[config.mk]
export PLATFORM = sky130hd
export DESIGN_NAME = pe_seq_ctrl_flat
export DESIGN_NICKNAME = d
export VERILOG_FILES = /design/src/rtl/pe_seq_if.sv /design/src/rtl/pe_seq_ctrl.sv /design/src/flat_wrapper.sv
export SDC_FILE = /design/constraint.sdc
export NUM_CORES = 1
export LEC_CHECK = 0
export ABC_CLOCK_PERIOD_IN_PS = 4500
export CAP_MARGIN = 10
export CORE_MARGIN = 3
export CORE_UTILIZATION = 58
export CTS_BUF_LIST = sky130_fd_sc_hd__clkbuf_4 sky130_fd_sc_hd__clkbuf_8 sky130_fd_sc_hd__clkbuf_16
export CTS_CLUSTER_SIZE = 28
export DETAILED_ROUTE_END_ITERATION = 6
export PLACE_DENSITY = 0.9
export SLEW_MARGIN = 30
export SYNTH_ARGS = -nofsm -noshare
export SYNTH_HDL_FRONTEND = slang
export SYNTH_SLANG_ARGS = --single-unit
[constraint.sdc]
create_clock -name clk -period 4.5 [get_ports clk]
set_input_delay 0.9 -clock clk [delete_from_list [all_inputs] [get_ports clk]]
set_output_delay 0.9 -clock clk [all_outputs]
set_load 0.05 [all_outputs]
[src/rtl/pe_seq_if.sv]
// rtl/pe_seq_if.sv - control/handshake bundle between conv controller, pe_seq_ctrl and PE array buffers
interface pe_seq_if #(parameter int CFG_W = 2);
  logic             start_conv;
  logic             start_tile;
  logic             stall;
  logic [CFG_W-1:0] cfg_ci;
  logic [CFG_W-1:0] cfg_co;
  logic             ifm_read;
  logic             wgt_read;
  logic             p_valid_out;
  logic             last_ch_out;
  logic             busy;
  logic             tile_done;
  logic             end_conv;

  modport master (
    output start_conv, start_tile, stall, cfg_ci, cfg_co,
    input  ifm_read, wgt_read, p_valid_out, last_ch_out, busy, tile_done, end_conv
  );

  modport slave (
    input  start_conv, start_tile, stall, cfg_ci, cfg_co,
    output ifm_read, wgt_read, p_valid_out, last_ch_out, busy, tile_done, end_conv
  );
endinterface

[src/rtl/pe_seq_ctrl.sv]
// rtl/pe_seq_ctrl.sv - PE array sequencer: per-channel weight load + stream, tile and conversion tracking
module pe_seq_ctrl #(
  parameter int KSIZE      = 5,
  parameter int TILE_LEN   = 16,
  parameter int TILES      = 15,
  parameter int CFG_W      = 2,
  parameter int PIPE_DEPTH = 4
) (
  input logic    clk,
  input logic    rst,
  pe_seq_if.slave bus
);
  localparam int CNT_MAX = (KSIZE > TILE_LEN) ? KSIZE : TILE_LEN;
  localparam int KW      = (CNT_MAX < 2) ? 1 : $clog2(CNT_MAX);
  localparam int NW      = CFG_W + 4;
  localparam int TW_RAW  = $clog2((2 ** CFG_W) * 8 * TILES);
  localparam int TW      = (TW_RAW < 1) ? 1 : TW_RAW;

  typedef enum logic [1:0] {IDLE, LOAD, STREAM, FINISH} state_t;

  state_t                state;
  logic [KW-1:0]         kcnt;
  logic [NW-1:0]         ci_n;
  logic [NW-1:0]         co_n;
  logic [NW-1:0]         ch;
  logic [TW-1:0]         tile;
  logic                  armed;
  logic                  tile_done_q;
  logic                  end_conv_q;
  logic [PIPE_DEPTH-1:0] pv_sr;
  logic [PIPE_DEPTH-1:0] lc_sr;

  logic run;
  logic p_valid_int;
  logic last_ch_int;
  logic is_last_ch;
  logic is_last_tile;

  // Pops are decoded straight from state and stall so a stalled cycle never pops.
  assign run          = ((state == LOAD) || (state == STREAM)) && !bus.stall;
  assign is_last_ch   = (ch == ci_n - NW'(1));
  assign is_last_tile = (32'(tile) == 32'(co_n) * TILES - 32'd1);
  assign p_valid_int  = run && (state == STREAM);
  assign last_ch_int  = p_valid_int && is_last_ch;

  assign bus.ifm_read    = run;
  assign bus.wgt_read    = run && (state == LOAD);
  assign bus.busy        = (state != IDLE);
  assign bus.p_valid_out = pv_sr[PIPE_DEPTH-1];
  assign bus.last_ch_out = lc_sr[PIPE_DEPTH-1];
  assign bus.tile_done   = tile_done_q;
  assign bus.end_conv    = end_conv_q;

  always_ff @(posedge clk) begin
    if (rst) begin
      state       <= IDLE;
      kcnt        <= '0;
      ci_n        <= '0;
      co_n        <= '0;
      ch          <= '0;
      tile        <= '0;
      armed       <= 1'b0;
      tile_done_q <= 1'b0;
      end_conv_q  <= 1'b0;
      pv_sr       <= '0;
      lc_sr       <= '0;
    end else begin
      tile_done_q <= 1'b0;
      end_conv_q  <= 1'b0;
      // The MAC-latency pipe keeps shifting through stalls, so stalls surface as bubbles.
      pv_sr[0] <= p_valid_int;
      lc_sr[0] <= last_ch_int;
      for (int i = 1; i < PIPE_DEPTH; i++) begin
        pv_sr[i] <= pv_sr[i-1];
        lc_sr[i] <= lc_sr[i-1];
      end
      case (state)
        IDLE: begin
          if (bus.start_conv) begin
            ci_n  <= (NW'(bus.cfg_ci) + NW'(1)) << 3;
            co_n  <= (NW'(bus.cfg_co) + NW'(1)) << 3;
            tile  <= '0;
            armed <= 1'b1;
          end else if (bus.start_tile && armed) begin
            state <= LOAD;
            ch    <= '0;
            kcnt  <= '0;
          end
        end
        LOAD: begin
          if (!bus.stall) begin
            if (kcnt == KW'(KSIZE - 1)) begin
              kcnt  <= '0;
              state <= STREAM;
            end else begin
              kcnt <= kcnt + KW'(1);
            end
          end
        end
        STREAM: begin
          if (!bus.stall) begin
            if (kcnt == KW'(TILE_LEN - 1)) begin
              kcnt <= '0;
              if (!is_last_ch) begin
                ch    <= ch + NW'(1);
                state <= LOAD;
              end else begin
                tile        <= tile + TW'(1);
                tile_done_q <= 1'b1;
                if (is_last_tile) begin
                  end_conv_q <= 1'b1;
                  state      <= FINISH;
                end else begin
                  state <= IDLE;
                end
              end
            end else begin
              kcnt <= kcnt + KW'(1);
            end
          end
        end
        FINISH: begin
          armed <= 1'b0;
          state <= IDLE;
        end
        default: state <= IDLE;
      endcase
    end
  end
endmodule
[src/flat_wrapper.sv]
// flat-port wrapper written by rule: the top's interface ports become plain ports
module pe_seq_ctrl_flat 
#(
  parameter int KSIZE      = 5,
  parameter int TILE_LEN   = 16,
  parameter int TILES      = 15,
  parameter int CFG_W      = 2,
  parameter int PIPE_DEPTH = 4
)
  (clk, rst, bus_start_conv, bus_start_tile, bus_stall, bus_cfg_ci, bus_cfg_co, bus_ifm_read, bus_wgt_read, bus_p_valid_out, bus_last_ch_out, bus_busy, bus_tile_done, bus_end_conv);
  pe_seq_if #(.CFG_W(CFG_W)) bus_i ();
  input logic clk;
  input logic rst;
  input wire logic [$bits(bus_i.start_conv)-1:0] bus_start_conv;
  input wire logic [$bits(bus_i.start_tile)-1:0] bus_start_tile;
  input wire logic [$bits(bus_i.stall)-1:0] bus_stall;
  input wire logic [$bits(bus_i.cfg_ci)-1:0] bus_cfg_ci;
  input wire logic [$bits(bus_i.cfg_co)-1:0] bus_cfg_co;
  output wire logic [$bits(bus_i.ifm_read)-1:0] bus_ifm_read;
  output wire logic [$bits(bus_i.wgt_read)-1:0] bus_wgt_read;
  output wire logic [$bits(bus_i.p_valid_out)-1:0] bus_p_valid_out;
  output wire logic [$bits(bus_i.last_ch_out)-1:0] bus_last_ch_out;
  output wire logic [$bits(bus_i.busy)-1:0] bus_busy;
  output wire logic [$bits(bus_i.tile_done)-1:0] bus_tile_done;
  output wire logic [$bits(bus_i.end_conv)-1:0] bus_end_conv;
  assign bus_i.start_conv = bus_start_conv;
  assign bus_i.start_tile = bus_start_tile;
  assign bus_i.stall = bus_stall;
  assign bus_i.cfg_ci = bus_cfg_ci;
  assign bus_i.cfg_co = bus_cfg_co;
  assign bus_ifm_read = bus_i.ifm_read;
  assign bus_wgt_read = bus_i.wgt_read;
  assign bus_p_valid_out = bus_i.p_valid_out;
  assign bus_last_ch_out = bus_i.last_ch_out;
  assign bus_busy = bus_i.busy;
  assign bus_tile_done = bus_i.tile_done;
  assign bus_end_conv = bus_i.end_conv;
  pe_seq_ctrl #(.KSIZE(KSIZE), .TILE_LEN(TILE_LEN), .TILES(TILES), .CFG_W(CFG_W), .PIPE_DEPTH(PIPE_DEPTH)) u_core (.clk(clk), .rst(rst), .bus(bus_i));
endmodule
==> results.json, run 1 <==
{
  "die_h_um": 67.8,
  "crit_arrival_ns": 3.65,
  "maxSlewViolCount": 0,
  "fin_area_um2": 2490,
  "swShare_pct": 36.6,
  "drt_first_pass_iters": 7,
  "synth_top_area_share_pct": 34.4,
  "r2r_cells": 10,
  "antenna_found_initial": 0,
  "finalHoldViolCount": 0,
  "hold_path_startpoint": "u_core.lc_sr[0]",
  "cts_resized": 0,
  "cpMostUsedCell": "xnor2_1",
  "seq_area_frac_synth_pct": 34.4,
  "synth_edf_count": 0,
  "critPathTopFamily": "adder cells",
  "path_max_fanout": 10,
  "grt_overflow": 0,
  "leakage_nw": 0.964,
  "synth_seq_cells": 38,
  "path_cells": "inv_1, fa_1, xor2_1, ha_1, o21bai_1, xnor2_1, xnor2_1, or4_1, a2111o_1, o32ai_2",
  "fin_worst_skew_ns": 0.00926,
  "crit_buf_inv": 1,
  "ys_async_sr_fraction_pct": 0,
  "rr_endpoint": "u_core.state[1]",
  "numCtsBuffers": 5,
  "die_width_um": 67.8,
  "syn_nets": 279,
  "relSlewSlack_pct": 44.2,
  "finalSetupViolCount": 0,
  "grt_pass1_vias": 1557,
  "post_drt_wl_per_cell_um": 13.7,
  "h-tree-depth": 2,
  "whs_ns": 0.442,
  "track_usage_pct": 20.6,
  "drv_cap": 0,
  "fin_cells": 314,
  "synth.distinct_cells": 48,
  "dpl_cell_area_um2": 2390,
  "die_area_um2": 4590,
  "routed_wl_um": 4300,
  "cp.depth": 10,
  "core_um2": 3490,
  "switching_power_uw": 365,
  "cts_buffer_depth": 2,
  "synth.largest_area_cell": "dfxtp_1",
  "sequentialPowerShare_pct": 38.3,
  "drtIter0Drc": 74,
  "drive_gt1_share_pct": 4.85,
  "place.gp.congestion": 0.864,
  "io_buffers": 15,
  "fp-row-count": 21,
  "path_class": "reg2reg",
  "grt_max_degree": 21,
  "p_int_uw": 631,
  "cts_sinks": 38,
  "syn_to_final_growth_pct": 12.4,
  "max_clock_freq_mhz": 290,
  "worstSetupEndpointType": "register",
  "worst_path_largest_cell_delay_ns": 0.72,
  "outcome": "finished, final reports clean",
  "powerDensity_nw_per_um2": 400,
  "syn-instance-count": 251,
  "drtAntennaViolNets": 0,
  "clkSlewWorstSetupHoldPaths_ns": 0.08,
  "tns_ns": 0,
  "final_nets": 295,
  "synthesis.area_um2": 2210,
  "fin_crit_ns": 3.45,
  "reg2reg_slack_ns": 1.05,
  "clk_latency_ns": 0.30,
  "ys_warn_count": 0,
  "cts_tree": "built",
  "rsz0062_at_grt": "no",
  "hold_buffers": 0,
  "min_to": "u_core.lc_sr[1]",
  "top_level_ports": 16,
  "synthFlopType": "dfxtp_1",
  "r2r_start": "u_core.co_n[3]",
  "post-dp-hpwl_um": 3150,
  "via_count": 1767,
  "period_share_pct": 76.7,
  "cp-start-kind": "register",
  "pre_cts_slack_ns": 1.11,
  "p_clk_share_pct": 24.9,
  "dp.cells": 306,
  "start_util_pct": 63.3,
  "vias_per_cell": 5.63,
  "cts-root-buf": "clkbuf_8",
  "worst_slew_pin_slew_ns": 0.831,
  "cp.required_ns": 4.70,
  "finalWorstSetupSlack_ns": 1.05,
  "holdPathStages": 1,
  "worstHoldPathType": "reg2reg",
  "cts_setup_buffers": 0,
  "diodes": 0,
  "power_frac_comb_pct": 36.8,
  "synth.avg_cell_area_um2": 8.82,
  "grt_pass1_wl_um": 7040,
  "drc": 0,
  "ir_worst_vdd_mv": 0.212,
  "crit_path_top_delay_cell": "fa_1",
  "yosys-top-cells-area": "dfxtp_1 34%, ha_1 9.6%, xor2_1 5.9%"
}
==> cell families (layout without fill, tap and decap cells) <==
group / count (synthesis) / after routing / synth area share, %
flip-flops: 38 / 38 / 34.4
adder cells (fa/ha/maj): 19 / 19 / 11.4
buffers and inverters: 23 / 40 / 4.18
XOR/XNOR: 30 / 30 / 13.1
multiplexers: 3 / 3 / 1.41
AO/OA/AOI/OAI: 30 / 30 / 10.3
AND/OR/NAND/NOR: 108 / 108 / 25.2
==> power by group through the flow <==
stage	clock network, mW	registers [mW]	logic [mW]
after floorplan	0	0.381	0.297
after global routing	0.262	0.384	0.400
after global placement	0	0.387	0.353
final	0.248	0.381	0.366
after CTS	0.251	0.381	0.364
after detailed placement	0	0.388	0.361
==> layout by cell type (no fill, tap or decap), types with 2 or more instances in the layout <==
cell,count
xor2_1,15
nand4_1,8
nor2b_1,13
and3_1,4
a21oi_1,11
a211oi_1,2
nand2_1,22
o31ai_1,2
clkdlybuf4s50_1,15
fa_1,2
nand3_1,7
nor2_1,30
nor3_1,5
xnor2_1,13
mux2i_1,2
or3_1,3
ha_1,17
inv_1,17
clkbuf_8,6
nor3b_1,3
xnor3_1,2
nand2b_1,3
o21ai_0,2
a31oi_1,2
dfxtp_1,38
==> per-layer routing <==
| metal | up-vias | track usage, % | part of all wire (%) |
|---|---|---|---|
| met4 | 0 | 9.18 | 1.9 |
| li1 | 889 | - | - |
| met5 | - | 0 | 0 |
| met2 | 39 | 34.0 | 48 |
| met3 | 6 | 4.66 | 3.5 |
| met1 | 833 | 25.5 | 47 |
==> how the worst max path moves through the flow <==
stage	startpoint	endpoint	slack [ns]
2_1_floorplan	u_core.co_n[3]	u_core.state[1]	1.26
3_3_place_gp	u_core.co_n[3]	u_core.state[1]	1.22
3_5_place_dp	u_core.co_n[3]	u_core.state[1]	1.11
4_1_cts	u_core.co_n[3]	u_core.state[1]	1.07
5_1_grt	u_core.co_n[3]	u_core.state[1]	0.90
6_report	u_core.co_n[3]	u_core.state[1]	1.05
==> registers in the layout, summed over array words and instances (netlist names) <==
register              count
u_core.tile               9
u_core.ch                 6
u_core.kcnt               4
u_core.lc_sr              4
u_core.pv_sr              4
u_core.ci_n               3
u_core.co_n               3
u_core.state              2
u_core.armed              1
u_core.bus.end_conv       1
u_core.bus.tile_done      1
==> worst register-to-register path, cell delays in order (launching register included) <==
cell and delay (ns):
dfxtp_1 0.54, inv_1 0.15, fa_1 0.72, xor2_1 0.12, ha_1 0.25, o21bai_1 0.19, xnor2_1 0.22, xnor2_1 0.09
or4_1 0.51, a2111o_1 0.35, o32ai_2 0.20
==> cell type report <==
cell class | count | area [um^2]
Clock buffer | 6 | 82.6
Clock inverter | 2 | 12.5
Fill cell | 258 | 1010
Inverter | 17 | 63.8
Multi-Input combinational cell | 190 | 1360
Sequential cell | 38 | 761
Tap cell | 46 | 57.6
Timing Repair Buffer | 15 | 150
==> cell usage after synthesis, types with 2 or more instances <==
cell and number:
xnor2_1 13, inv_1 17, nand2b_1 3, nand3_1 7
a21oi_1 11, nor3b_1 3, fa_1 2, buf_2 2
o31ai_1 2, nor2_1 30, a31oi_1 2, clkbuf_1 3
or3_1 3, xnor3_1 2, o21ai_0 2, ha_1 17
xor2_1 15, nand4_1 8, dfxtp_1 38, nor2b_1 13
nand2_1 22, a211oi_1 2, nor3_1 5, and3_1 4
mux2i_1 2
==> stage by stage <==
step | power (mW) | util [%]
after global routing | 1.05 | 71.2
after global placement | 0.740 | 68.5
final | 0.995 | 71.2
after CTS | 0.996 | 71.2
after floorplan | 0.677 | -
after detailed placement | 0.749 | 68.5
No activity file was read; power rests on OpenSTA's default activity.
==> run 2: changes to the inputs <==
ABC_CLOCK_PERIOD_IN_PS = 3600   (was 4500)
clock period = 3.6 ns   (was 4.5 ns; I/O delays follow)
==> run 2 against run 1 <==
Non-clock buffer count up 3. Clock skew down 0.0027 ns. Critical path type unchanged. Global-route usage up 1.4 points.
==> results.json, run 2 (same netlist as run 1, synthesis figures left out) <==
{
  "start_util_pct": 63.3,
  "drc": 0,
  "drtAntennaViolNets": 0,
  "r2r_start": "u_core.co_n[4]",
  "fin_crit_ns": 3.25,
  "worstSetupEndpointType": "register",
  "rsz0062_at_grt": "no",
  "relSlewSlack_pct": 52.2,
  "track_usage_pct": 22.0,
  "period_share_pct": 90.4,
  "worst_path_largest_cell_delay_ns": 0.69,
  "grt_pass1_vias": 1675,
  "wl_met3_um": 172,
  "cts_resized": 0,
  "syn_to_final_growth_pct": 13.4,
  "grt_pass1_wl_um": 7540,
  "whs_ns": 0.447,
  "final_common_cell": "dfxtp_1",
  "top_regs": "u_core.tile x9, u_core.ch x6",
  "grt_overflow": 0,
  "path_class": "reg2reg",
  "top_layer": "met4",
  "wl_met2_um": 2250,
  "diodes": 0,
  "die_width_um": 67.8,
  "cts_tree": "built",
  "final_nets": 298,
  "cp.required_ns": 3.82,
  "drt_first_pass_iters": 4,
  "holdPathStages": 1,
  "path_max_fanout": 7,
  "post_drt_wl_per_cell_um": 14.3,
  "max_clock_freq_mhz": 307,
  "fin_worst_skew_ns": 0.00656,
  "fin_area_um2": 2510,
  "die_area_um2": 4590,
  "dpl_cell_area_um2": 2410,
  "fillers": 271,
  "worst_slew_pin_slew_ns": 0.711,
  "final_cell_mix": "38 x dfxtp_1, 30 x nor2_1, 22 x nand2_1, 17 x inv_1, 17 x ha_1",
  "outcome": "finished, final reports clean",
  "largest_reg_flops": 9,
  "wl_met1_um": 2020,
  "via_count": 1786,
  "finalWorstSetupSlack_ns": 0.346,
  "powerDensity_nw_per_um2": 507,
  "clk_latency_ns": 0.30,
  "tns_ns": 0,
  "die_h_um": 67.8,
  "cts_setup_buffers": 0,
  "crit_buf_inv": 1,
  "io_buffers": 15,
  "critPathTopFamily": "adder cells",
  "core_um2": 3490,
  "pre_cts_slack_ns": 0.392,
  "grt_max_degree": 21,
  "finalHoldViolCount": 0,
  "cp-start-kind": "register",
  "antenna_found_initial": 0,
  "numCtsBuffers": 5,
  "cts-root-buf": "clkbuf_8",
  "routed_wl_um": 4540,
  "clkSlewWorstSetupHoldPaths_ns": 0.08,
  "finalSetupViolCount": 0,
  "path_cells": "inv_1, fa_1, xor2_1, ha_1, o21bai_1, xnor2_1, xnor2_1, or4_1, a2111o_1, o32ai_2",
  "top_level_ports": 16,
  "crit_path_top_delay_cell": "fa_1",
  "reg2reg_slack_ns": 0.35,
  "cts_buffer_depth": 2,
  "leakage_nw": 0.979,
  "place.gp.congestion": 0.814,
  "fin_cells": 317,
  "drtIter0Drc": 119,
  "cts_sinks": 38,
  "ir_worst_vdd_mv": 0.328,
  "crit_arrival_ns": 3.47,
  "hold_path_startpoint": "u_core.lc_sr[2]",
  "r2r_cells": 10,
  "vias_per_cell": 5.63,
  "post-dp-hpwl_um": 3350,
  "rr_endpoint": "u_core.state[1]",
  "min_to": "u_core.lc_sr[3]",
  "maxSlewViolCount": 0,
  "regMostFlops": "u_core.tile",
  "drive_gt1_share_pct": 5.90,
  "drv_cap": 0,
  "h-tree-depth": 2,
  "cpMostUsedCell": "xnor2_1",
  "dp.cells": 309,
  "fp-row-count": 21,
  "worstHoldPathType": "reg2reg",
  "hold_buffers": 0
}
run 2: changes by cell type in the layout (fill, tap and decap cells not counted):
cell | previous run | this run
buf_4 | 0 | 3
run 2: metrics by stage:
step	util, %	total power [mW]
2_1_floorplan	-	0.847
3_3_place_gp	69.1	0.935
3_5_place_dp	69.1	0.954
4_1_cts	71.8	1.27
5_1_grt	71.8	1.34
6_report	71.8	1.27
run 2: final cells by class:
class                   count  area (um^2)  area share [%]
inverters                  17         63.8            2.54
clock buffers               6         82.6            3.29
multi-input cells         190         1360            54.2
clock inverters             2         12.5           0.499
repair buffers             18          173            6.88
well taps                  46         57.6            2.29
flip-flops and latches     38          761            30.3
run 2: routing by layer:
metal  GRT usage, %  up-vias
met2           36.8       43
met1           27.3      835
li1               -      897
met3           4.16       11
met4           9.68        0
met5              0        -
run 2: worst max-delay path by stage:
stage,from,to,slack (ns),depth (start not counted)
2_1_floorplan,u_core.co_n[3],u_core.state[1],0.36,12
3_5_place_dp,u_core.co_n[4],u_core.state[1],0.39,10
5_1_grt,u_core.co_n[4],u_core.state[1],0.12,10
3_3_place_gp,u_core.co_n[4],u_core.state[1],0.51,10
4_1_cts,u_core.co_n[4],u_core.state[1],0.37,10
6_report,u_core.co_n[4],u_core.state[1],0.35,10
run 2: report_power, final:
group	switching, mW	internal, mW	leakage [nW]
clock	0.161	0.154	0.0472
combinational	0.290	0.198	0.624
sequential	0.0246	0.446	0.308
total	0.475	0.798	0.979
